<file path="src/rtl/mc_pkg.sv">
// Shared types and encodings for the multicycle MIPS core.
// Holds the FSM state set, opcode/funct codes, ALU ops and the control strobe bundle.
package mc_pkg;

    typedef enum logic [3:0] {
        RST, FETCH, DECODE, MEMADR, MEMRD, MEMWB, MEMWR, EXEC,
        ALUWB, BRANCH, ADDIEX, ADDIWB, JUMP, JAL, HALT
    } state_t;

    localparam logic [5:0] OP_RTYPE = 6'h00;
    localparam logic [5:0] OP_LW    = 6'h23;
    localparam logic [5:0] OP_SW    = 6'h2B;
    localparam logic [5:0] OP_BEQ   = 6'h04;
    localparam logic [5:0] OP_BNE   = 6'h05;
    localparam logic [5:0] OP_ADDI  = 6'h08;
    localparam logic [5:0] OP_J     = 6'h02;
    localparam logic [5:0] OP_JAL   = 6'h03;

    localparam logic [5:0] F_ADD = 6'h20;
    localparam logic [5:0] F_SUB = 6'h22;
    localparam logic [5:0] F_AND = 6'h24;
    localparam logic [5:0] F_OR  = 6'h25;
    localparam logic [5:0] F_SLT = 6'h2A;

    typedef enum logic [2:0] {ALU_ADD, ALU_SUB, ALU_AND, ALU_OR, ALU_SLT} alu_op_t;
    typedef enum logic [1:0] {SB_B, SB_IMM, SB_IMM4} srcb_t;
    typedef enum logic [1:0] {RD_RT, RD_RD, RD_R31} dst_t;
    typedef enum logic [1:0] {WB_ALU, WB_MDR, WB_PC} wb_t;

    typedef struct packed {
        logic    mem_req;
        logic    mem_we;
        logic    addr_alu;
        logic    ir_we;
        logic    pc_inc;
        logic    pc_br;
        logic    pc_jump;
        logic    mdr_we;
        logic    ab_we;
        logic    alu_we;
        logic    srca_pc;
        srcb_t   srcb;
        alu_op_t alu_op;
        logic    rf_we;
        dst_t    dst;
        wb_t     wb;
    } ctrl_t;

    function automatic logic funct_ok(input logic [5:0] f);
        return (f == F_ADD) || (f == F_SUB) || (f == F_AND) || (f == F_OR) || (f == F_SLT);
    endfunction

    function automatic alu_op_t funct_op(input logic [5:0] f);
        case (f)
            F_SUB:   return ALU_SUB;
            F_AND:   return ALU_AND;
            F_OR:    return ALU_OR;
            F_SLT:   return ALU_SLT;
            default: return ALU_ADD;
        endcase
    endfunction

endpackage

</file>
<file path="src/rtl/mc_ctrl.sv">
// Multicycle control FSM with memory-wait watchdog.
// Emits one-cycle datapath strobes; memory strobes are purely state-decoded so reset drops them at once.
module mc_ctrl
    import mc_pkg::*;
#(
    parameter int unsigned TIMEOUT = 255
) (
    input  logic       clk,
    input  logic       reset,
    input  logic [5:0] op,
    input  logic [5:0] funct,
    input  logic       mem_ready,
    input  logic       eq,
    output ctrl_t      ctl,
    output logic       halted,
    output logic       timeout_err
);

    state_t      state, state_nx;
    logic [31:0] wait_cnt;
    logic        mem_state, expire;

    assign mem_state = (state == FETCH) || (state == MEMRD) || (state == MEMWR);
    // A ready in the final allowed cycle still completes the access.
    assign expire    = (TIMEOUT != 0) && mem_state && !mem_ready && (wait_cnt == 32'(TIMEOUT));
    assign halted    = (state == HALT);

    always_comb begin
        state_nx = state;
        ctl      = '0;
        case (state)
            RST: state_nx = FETCH;
            FETCH: begin
                ctl.mem_req = 1'b1;
                if (mem_ready) begin
                    ctl.ir_we  = 1'b1;
                    ctl.pc_inc = 1'b1;
                    state_nx   = DECODE;
                end
            end
            DECODE: begin
                ctl.ab_we   = 1'b1;
                ctl.alu_we  = 1'b1;
                ctl.srca_pc = 1'b1;
                ctl.srcb    = SB_IMM4;
                case (op)
                    OP_LW, OP_SW:   state_nx = MEMADR;
                    OP_RTYPE:       state_nx = funct_ok(funct) ? EXEC : HALT;
                    OP_BEQ, OP_BNE: state_nx = BRANCH;
                    OP_ADDI:        state_nx = ADDIEX;
                    OP_J:           state_nx = JUMP;
                    OP_JAL:         state_nx = JAL;
                    default:        state_nx = HALT;
                endcase
            end
            MEMADR: begin
                ctl.alu_we = 1'b1;
                ctl.srcb   = SB_IMM;
                state_nx   = (op == OP_LW) ? MEMRD : MEMWR;
            end
            MEMRD: begin
                ctl.mem_req  = 1'b1;
                ctl.addr_alu = 1'b1;
                if (mem_ready) begin
                    ctl.mdr_we = 1'b1;
                    state_nx   = MEMWB;
                end
            end
            MEMWB: begin
                ctl.rf_we = 1'b1;
                ctl.dst   = RD_RT;
                ctl.wb    = WB_MDR;
                state_nx  = FETCH;
            end
            MEMWR: begin
                ctl.mem_req  = 1'b1;
                ctl.mem_we   = 1'b1;
                ctl.addr_alu = 1'b1;
                if (mem_ready) state_nx = FETCH;
            end
            EXEC: begin
                ctl.alu_we = 1'b1;
                ctl.alu_op = funct_op(funct);
                state_nx   = ALUWB;
            end
            ALUWB: begin
                ctl.rf_we = 1'b1;
                ctl.dst   = RD_RD;
                state_nx  = FETCH;
            end
            BRANCH: begin
                ctl.pc_br = eq ^ (op == OP_BNE);
                state_nx  = FETCH;
            end
            ADDIEX: begin
                ctl.alu_we = 1'b1;
                ctl.srcb   = SB_IMM;
                state_nx   = ADDIWB;
            end
            ADDIWB: begin
                ctl.rf_we = 1'b1;
                ctl.dst   = RD_RT;
                state_nx  = FETCH;
            end
            JUMP: begin
                ctl.pc_jump = 1'b1;
                state_nx    = FETCH;
            end
            JAL: begin
                ctl.pc_jump = 1'b1;
                ctl.rf_we   = 1'b1;
                ctl.dst     = RD_R31;
                ctl.wb      = WB_PC;
                state_nx    = FETCH;
            end
            default: state_nx = HALT;
        endcase
        if (expire) state_nx = HALT;
    end

    always_ff @(posedge clk or negedge reset) begin
        if (!reset) begin
            state       <= RST;
            wait_cnt    <= '0;
            timeout_err <= 1'b0;
        end else begin
            state <= state_nx;
            if (state_nx != state)
                wait_cnt <= '0;
            else if (mem_state && !mem_ready)
                wait_cnt <= wait_cnt + 32'd1;
            if (expire) timeout_err <= 1'b1;
        end
    end

endmodule

</file>
<file path="src/rtl/mc_core.sv">
// Multicycle MIPS core: datapath, register file and ALU around the mc_ctrl FSM.
// Talks to one unified instruction/data memory through a req/ready handshake.
module mc_core
    import mc_pkg::*;
#(
    parameter logic [31:0] RESET_PC = 32'h0000_0000,
    parameter int unsigned TIMEOUT  = 255
) (
    input  logic        clk,
    input  logic        reset,
    output logic        mem_req,
    output logic        mem_we,
    output logic [31:0] mem_addr,
    output logic [31:0] mem_wdata,
    input  logic [31:0] mem_rdata,
    input  logic        mem_ready,
    output logic [31:0] pc,
    output logic        halted,
    output logic        timeout_err
);

    ctrl_t       ctl;
    logic [31:0] ir, mdr, a, b, aluout;
    logic [31:0] rf [32];
    logic [31:0] signimm, rd_a, rd_b, srca, srcb, alu_y, jtarget, wdata;
    logic [4:0]  waddr;

    mc_ctrl #(.TIMEOUT(TIMEOUT)) u_ctrl (
        .clk         (clk),
        .reset       (reset),
        .op          (ir[31:26]),
        .funct       (ir[5:0]),
        .mem_ready   (mem_ready),
        .eq          (a == b),
        .ctl         (ctl),
        .halted      (halted),
        .timeout_err (timeout_err)
    );

    assign signimm = {{16{ir[15]}}, ir[15:0]};
    assign rd_a    = (ir[25:21] == 5'd0) ? 32'd0 : rf[ir[25:21]];
    assign rd_b    = (ir[20:16] == 5'd0) ? 32'd0 : rf[ir[20:16]];
    assign srca    = ctl.srca_pc ? pc : a;
    // pc here is already pc+4 of the jumping instruction
    assign jtarget = {pc[31:28], ir[25:0], 2'b00};

    always_comb begin
        case (ctl.srcb)
            SB_IMM:  srcb = signimm;
            SB_IMM4: srcb = {signimm[29:0], 2'b00};
            default: srcb = b;
        endcase
        case (ctl.alu_op)
            ALU_SUB: alu_y = srca - srcb;
            ALU_AND: alu_y = srca & srcb;
            ALU_OR:  alu_y = srca | srcb;
            ALU_SLT: alu_y = {31'd0, $signed(srca) < $signed(srcb)};
            default: alu_y = srca + srcb;
        endcase
        case (ctl.dst)
            RD_RD:   waddr = ir[15:11];
            RD_R31:  waddr = 5'd31;
            default: waddr = ir[20:16];
        endcase
        case (ctl.wb)
            WB_MDR:  wdata = mdr;
            WB_PC:   wdata = pc;
            default: wdata = aluout;
        endcase
    end

    always_ff @(posedge clk or negedge reset) begin
        if (!reset) begin
            pc     <= RESET_PC;
            ir     <= '0;
            mdr    <= '0;
            a      <= '0;
            b      <= '0;
            aluout <= '0;
        end else begin
            if (ctl.pc_inc)       pc <= pc + 32'd4;
            else if (ctl.pc_br)   pc <= aluout;
            else if (ctl.pc_jump) pc <= jtarget;
            if (ctl.ir_we)  ir  <= mem_rdata;
            if (ctl.mdr_we) mdr <= mem_rdata;
            if (ctl.ab_we) begin
                a <= rd_a;
                b <= rd_b;
            end
            if (ctl.alu_we) aluout <= alu_y;
        end
    end

    always_ff @(posedge clk) begin
        if (ctl.rf_we && (waddr != 5'd0)) rf[waddr] <= wdata;
    end

    assign mem_req   = ctl.mem_req;
    assign mem_we    = ctl.mem_we;
    assign mem_addr  = {(ctl.addr_alu ? aluout[31:2] : pc[31:2]), 2'b00};
    assign mem_wdata = b;

endmodule

</file>
<file path="config.mk">
export PLATFORM = sky130hd
export DESIGN_NAME = mc_core
export DESIGN_NICKNAME = d
export VERILOG_FILES = /design/src/rtl/mc_pkg.sv /design/src/rtl/mc_ctrl.sv /design/src/rtl/mc_core.sv
export SDC_FILE = /design/constraint.sdc
export NUM_CORES = 2
export LEC_CHECK = 0
export CORE_UTILIZATION = 35
export DETAILED_ROUTE_END_ITERATION = 8
export PLACE_DENSITY = 0.52
export SYNTH_ARGS = -nofsm -noshare
export SYNTH_HDL_FRONTEND = slang
export SYNTH_SLANG_ARGS = --single-unit
</file>
<file path="constraint.sdc">
create_clock -name clk -period 8.8 [get_ports clk]
set_input_delay 1.32 -clock clk [delete_from_list [all_inputs] [get_ports clk]]
set_output_delay 1.32 -clock clk [all_outputs]
set_load 0.01 [all_outputs]
</file>
* Word-level counts from Yosys, hierarchy flattened *
Memory sizes are Yosys's and may differ from the RTL's.
Cells that the tools add are included.

word-level totals
  RAM bits = 1024
  memories kept = 1
  flip-flop bits (word level) = 229
  bits of input ports = 35
  output and inout bits = 100

operators by class
  order comparisons = 1
  reduce and logical (&&, ||, !) cells = 27
  muxes and demuxes = 39
  bitwise logic cells = 3
  equal/unequal tests = 39
  $add $sub $neg = 4

memories
  name  words  bits a word  rd ports  clocked after Yosys merged registers in  wr ports  line           RTL
  rf    32     32           2         0                                        1         mc_core.sv:24  logic [31:0] rf [32];

operator list
  kind                                                               number
  32-bit two-way mux                                                 7
  32-bit case mux with 2 select lines                                2
  32-bit case mux with 4 select lines                                1
  6-bit == test (second input constant)                              7
  32-bit by 1-bit adder with 32-bit output (second input constant)   1
  32-bit by 3-bit adder with 32-bit output (second input constant)   1
  32-bit adder                                                       1
  32-bit AND                                                         1
  32-bit == test                                                     1
  32-bit by 8-bit == test with 1-bit output (second input constant)  1
  32-bit less-than comparator                                        1
  32-bit OR                                                          1
  4-bit case mux with 8 select lines                                 1
  32-bit subtractor                                                  1
  30-bit two-way mux                                                 1
  4-bit == test (second input constant)                              7
  28-bit two-way mux                                                 1
  4-bit case mux with 6 select lines                                 1
  4-bit two-way mux                                                  5
  4-bit by 3-bit == test with 1-bit output (second input constant)   4
  6-bit by 2-bit == test with 1-bit output (second input constant)   2
  6-bit by 3-bit == test with 1-bit output (second input constant)   2
  3-bit case mux with 4 select lines                                 1
  2-bit OR reduction                                                 6
  other kinds (28)                                                   56

* Longest topological paths before layout *
  depth after elaboration = 11
  depth in mapped cells = 23
  gate-level depth less buffers = 19

* By module *
Synthesis repeated with hierarchy kept, for this count alone.

unflattened totals
  cells, all modules = 4287
  area, all modules = 64730.8 sq um

by module, submodules not included
  module   area each (sq um)  times used  cells an instance
  mc_core  62102.1            1           3998
  mc_ctrl  2628.8             1           289

* Worst setup path before layout *
OpenSTA, ideal clock, no wires.

  kind = register to register
  start = reg u_ctrl.state[2]
  end = reg aluout[26]
  arrival time = 4.947 ns
  buffers on the path = 5
  stages on the path, launching flop included = 22
  period minus slack after synthesis = 5.074 ns
  slack = 3.726 ns
  path through = dfrtp_1 > clkbuf_1 > inv_1 > nand3_1 > inv_1 > clkbuf_1 > buf_1 > ha_1 > clkbuf_1 > a22oi_1 > o21ai_0 > ha_1 > buf_2 > and4_1 > a221o_1 > o21ai_0 > a21oi_1 > o32ai_1 > o21bai_1 > xnor2_1 > a221oi_1 > nor2_1

on the way
  cells in the longest elaborated chain, start to end = 7

RTL lines
  item                                                                              line            RTL
  from (decl)                                                                       mc_ctrl.sv:19   state_t state, state_nx;
  from (signal assigned)                                                            mc_ctrl.sv:127  state <= state_nx;
  4-bit by 2-bit == test with 1-bit output / 4-bit == test (equally long branches)  mc_ctrl.sv:31   case (state)
  2-bit OR reduction (no line)                                                      -
  2-bit case mux with 2 select lines                                                mc_ctrl.sv:31
  2-bit == test / 2-bit by 1-bit == test with 1-bit output (equally long branches)  mc_core.sv:48   case (ctl.srcb)
  32-bit case mux with 2 select lines                                               mc_core.sv:48
  32-bit adder, or another cell as far along                                        mc_core.sv:58   default: alu_y = srca + srcb;
  32-bit case mux with 4 select lines                                               mc_core.sv:53   case (ctl.alu_op)
  to (signal assigned)                                                              mc_core.sv:90   if (ctl.alu_we) aluout <= alu_y;
  to (decl)                                                                         mc_core.sv:23   logic [31:0] ir, mdr, a, b, aluout;

Several ways; a longest one is shown, not always the timed one.
A chain may end at the register's enable or synchronous reset.

* Final worst setup path *
  start = reg u_ctrl.state[3]
  end = reg aluout[27]

The elaborated chain is that of the path after synthesis.

==> flow_metrics.env <==
export IMPL_outcome="finished, final reports clean"
export IMPL_power_per_cell_area_nw_per_um2=178
export IMPL_setup_tns_ns=0
export IMPL_cts_num_sinks=1253
export IMPL_synthCells=4106
export IMPL_ant_nets=0
export IMPL_syn_cell_area_um2=63700
export IMPL_cts_max_level=4
export IMPL_grt_busiest_layer="met2"
export IMPL_hold_buffers=0
export IMPL_totalPowerFinal_mw=13.0
export IMPL_cts_tree="built"
export IMPL_fmax_ghz=0.148
export IMPL_grt_pass1_vias=40501
export IMPL_crit_type="flop to flop"
export IMPL_grt_util_met2=0.397
export IMPL_grt_max_degree=119
export IMPL_cp_start_kind="flop"
export IMPL_synth_edf_count=1024
export IMPL_antenna_found_initial=16
export IMPL_reg2regPathDepth=19
export IMPL_synth_flop_cell="edfxtp_1"
export IMPL_wl_per_cell_um=33.4
export IMPL_core_area_um2=181000
export IMPL_drc=0
export IMPL_swShare=0.221
export IMPL_use_met1=0.320
export IMPL_timing_final_crit_share=0.767
export IMPL_track_usage=0.242
export IMPL_die_h_um=429
export IMPL_internal_power_mw=10.1
export IMPL_routabilityCongestion=0.972
export IMPL_syn_to_final_growth_pct=14.7
export IMPL_vdd_drop_max_mv=0.160
export IMPL_num_vias=40464
export IMPL_dr_pass1_iters=8
export IMPL_ys_seq_area_frac=0.572
export IMPL_crit_chain="clkinv_1, nand3_4, buf_4, clkinv_1, ha_1, o21ai_0, and2_1, a21oi_1, ha_1, or3_1, nor3_1, and2_1, and4_1, and3b_1, nor3_1, nor2_1, xnor2_1, a222oi_1, o21ai_1"
export IMPL_synth_top_family_by_area="multiplexers"
export IMPL_postLayoutCoreUtil=0.404
export IMPL_relSlewSlack=0.0927
export IMPL_drt_vias_per_instance=6.03
export IMPL_final_cells=6711
export IMPL_use_met3=0.0418
export IMPL_cp_slowest_cell="buf_4"
export IMPL_die_area_um2=184000
export IMPL_drt_iter0_drc=4491
export IMPL_clk_pin_slew_ns=0.06
export IMPL_clk_latency_ns=0.81
export IMPL_cts_resized=0
export IMPL_p_leak_nw=20.9
export IMPL_hpwl_um=136000
export IMPL_synth_warnings=0
export IMPL_cts_made_buffers=140
export IMPL_cts_setup_buffers=0
export IMPL_skew_ns=0.0256
export IMPL_clockBufferDepth=3
export IMPL_overflow=0
export IMPL_finalHoldViolations=0
export IMPL_p_seq_frac=0.493
export IMPL_synthArstFlopShare=0.183
export IMPL_p_sw_mw=2.86
export IMPL_final_min_clock_period_ns=6.75
export IMPL_grt_setup_unrepaired="no"
export IMPL_synthSimpleGateAreaFrac=0.0565
export IMPL_endpoint_kind="flop"
export IMPL_setup_viol=0
export IMPL_tightest_slew_ns=1.36
export IMPL_clock_root_buffer="clkbuf_16"
export IMPL_drive_above_1_share=0.270
export IMPL_fp_dieW_um=429
export IMPL_worstPathArrival_ns=7.42
export IMPL_hp_class="flop to flop"
export IMPL_synth_xor_area_frac=0.0128
export IMPL_power_frac_comb=0.037
export IMPL_clkPwrFrac=0.470
export IMPL_placedCellCount=6454
export IMPL_synth_compound_area_frac=0.0678
export IMPL_muxShareOfSynthArea=0.243
export IMPL_row_count=156
export IMPL_synth_distinct_cells=85
export IMPL_grt_pass1_wl_um=315000
export IMPL_ys_ff_latch=1253
export IMPL_critPathMaxStageDelay_ns=0.74
export IMPL_wirelength_um=224000
export IMPL_cp_required_ns=9.47
export IMPL_pin_count=135
export IMPL_initial_core_util=0.353
export IMPL_hold_depth=1
export IMPL_port_buffers=132
export IMPL_cp_max_fo=62
export IMPL_syn_area_per_cell_um2=15.5
export IMPL_synthAdderAreaFrac=0.0210
export IMPL_slew_violations=0
export IMPL_fin_nets=4367
export IMPL_drv_cap=0
## path summary, 6_finish.rpt
path	endpoint	from	slack (ns)
setup / recovery	aluout[27]$_DFFE_PN0P_	u_ctrl.state[3]$_DFF_PN0_	2.05
hold / removal	u_ctrl.timeout_err$_DFFE_PN0P_	u_ctrl.timeout_err$_DFFE_PN0P_	0.47
setup reg to reg	aluout[27]$_DFFE_PN0P_	u_ctrl.state[3]$_DFF_PN0_	2.05
hold reg to reg	u_ctrl.timeout_err$_DFFE_PN0P_	u_ctrl.timeout_err$_DFFE_PN0P_	0.47
max in group asynchronous	mem_wdata[27]$_DFFE_PN0P_	reset	6.73
min in group asynchronous	ir[6]$_DFFE_PN0P_	reset	0.62
## synthesized netlist by cell type (11+ instances only)
| cell | n | area, µm² |
|---|---|---|
| edfxtp_1 | 1024 | 30700 |
| mux4_2 | 608 | 13700 |
| nand2_1 | 359 | 1350 |
| dfrtp_1 | 229 | 5730 |
| clkbuf_1 | 206 | 773 |
| nor2_1 | 202 | 758 |
| o21ai_0 | 173 | 866 |
| inv_1 | 120 | 450 |
| mux2_2 | 118 | 1330 |
| a21oi_1 | 116 | 581 |
| ha_1 | 104 | 1300 |
| xnor2_1 | 61 | 534 |
| a22oi_1 | 57 | 428 |
| buf_1 | 56 | 210 |
| mux2i_1 | 49 | 490 |
| nand3_1 | 47 | 235 |
| o22ai_1 | 45 | 282 |
| nor2b_1 | 42 | 263 |
| o31ai_1 | 38 | 285 |
| buf_2 | 31 | 155 |
| xor2_1 | 30 | 263 |
| nand4_1 | 28 | 175 |
| a21o_1 | 24 | 180 |
| a31oi_1 | 22 | 138 |
| nor3_1 | 22 | 110 |
| nor4_1 | 22 | 138 |
| o21a_1 | 22 | 165 |
| nand2b_1 | 20 | 125 |
| a211oi_1 | 17 | 128 |
| a221oi_1 | 17 | 149 |
| and3_1 | 17 | 106 |
| o211ai_1 | 17 | 128 |
| o21bai_1 | 16 | 120 |
| a221o_1 | 14 | 140 |
| and2_1 | 13 | 81.3 |
| a2bb2oi_1 | 11 | 96.3 |
## stage by stage
step / hold slack, ns / cell area (µm²) / setup WS [ns]
floorplan: 0.450 / 63800 / 3.73
global placement: 0.457 / 68300 / 2.23
detailed placement: 0.461 / 68300 / 2.17
CTS: 0.475 / 73100 / 2.14
global route: 0.509 / 73100 / 1.65
finish: 0.467 / 73100 / 2.05
## power groups by stage
stage,clock network [mW],logic (mW),registers (mW)
final,6.11,0.486,6.40
after global routing,6.41,0.514,6.40
after CTS,6.21,0.493,6.40
after detailed placement,0,0.492,6.52
after global placement,0,0.493,6.52
after floorplan,0,0.333,6.48
## layout make-up
type                            count  area, µm²
Clock buffer                      179       3840
Multi-Input combinational cell   2466      26200
Sequential cell                  1253      36500
Tap cell                         2370       2970
Inverter                          121        454
Antenna cell                        2       5.00
Fill cell                       16358     108000
Timing Repair Buffer              244       2230
Clock inverter                     76        885
## placed cells by master, fill, tap and decap left out, drive strengths merged, types with 30 or more instances in the layout
cell type         n
a21oi           118
o22ai            45
mux2            118
nand2           360
edfxtp         1024
o31ai            39
o21ai           177
nand3            47
clkinv           46
nor2            202
dfrtp           229
clkdlybuf4s50   131
buf             113
xnor2            62
xor2             30
nor2b            42
conb             34
clkbuf          179
ha              104
inv             129
mux4            608
mux2i            49
a22oi            57
## cell families (layout without fill, tap and decap cells)
logic type | after synthesis | in the layout
AOI/OAI and AO/OA | 656 | 656
xor gates and xnor gates | 92 | 92
adders and majority gates | 106 | 106
buffers and inverters | 420 | 620
DFF | 1253 | 1253
muxes | 775 | 775
other | 1 | 36
and+or+nand+nor | 803 | 803
## sequential cells by signal, indices dropped and copies added (netlist names)
name and cells:
rf 1024, a 32, aluout 32, ir 32
mdr 32, mem_wdata 32, pc 32, u_ctrl.wait_cnt 32
u_ctrl.state 4, u_ctrl.timeout_err 1
## critical path, delay by kind of cell (launching register included)
family / cells / cell delay (ns)
and+or+nand+nor: 9 / 2.47
buffers and inverters: 3 / 1.41
adders and majority gates: 2 / 1.03
AOI/OAI and AO/OA: 4 / 0.87
DFF: 1 / 0.65
xor gates and xnor gates: 1 / 0.14
## routing by layer
| layer | share of wire | vias up |
|---|---|---|
| met5 | 0.00053 | - |
| met3 | 0.073 | 367 |
| met4 | 0.040 | 18 |
| met2 | 0.48 | 1848 |
| met1 | 0.40 | 21568 |
| li1 | - | 16663 |
Note: power is estimated with default switching activity, not from simulation.
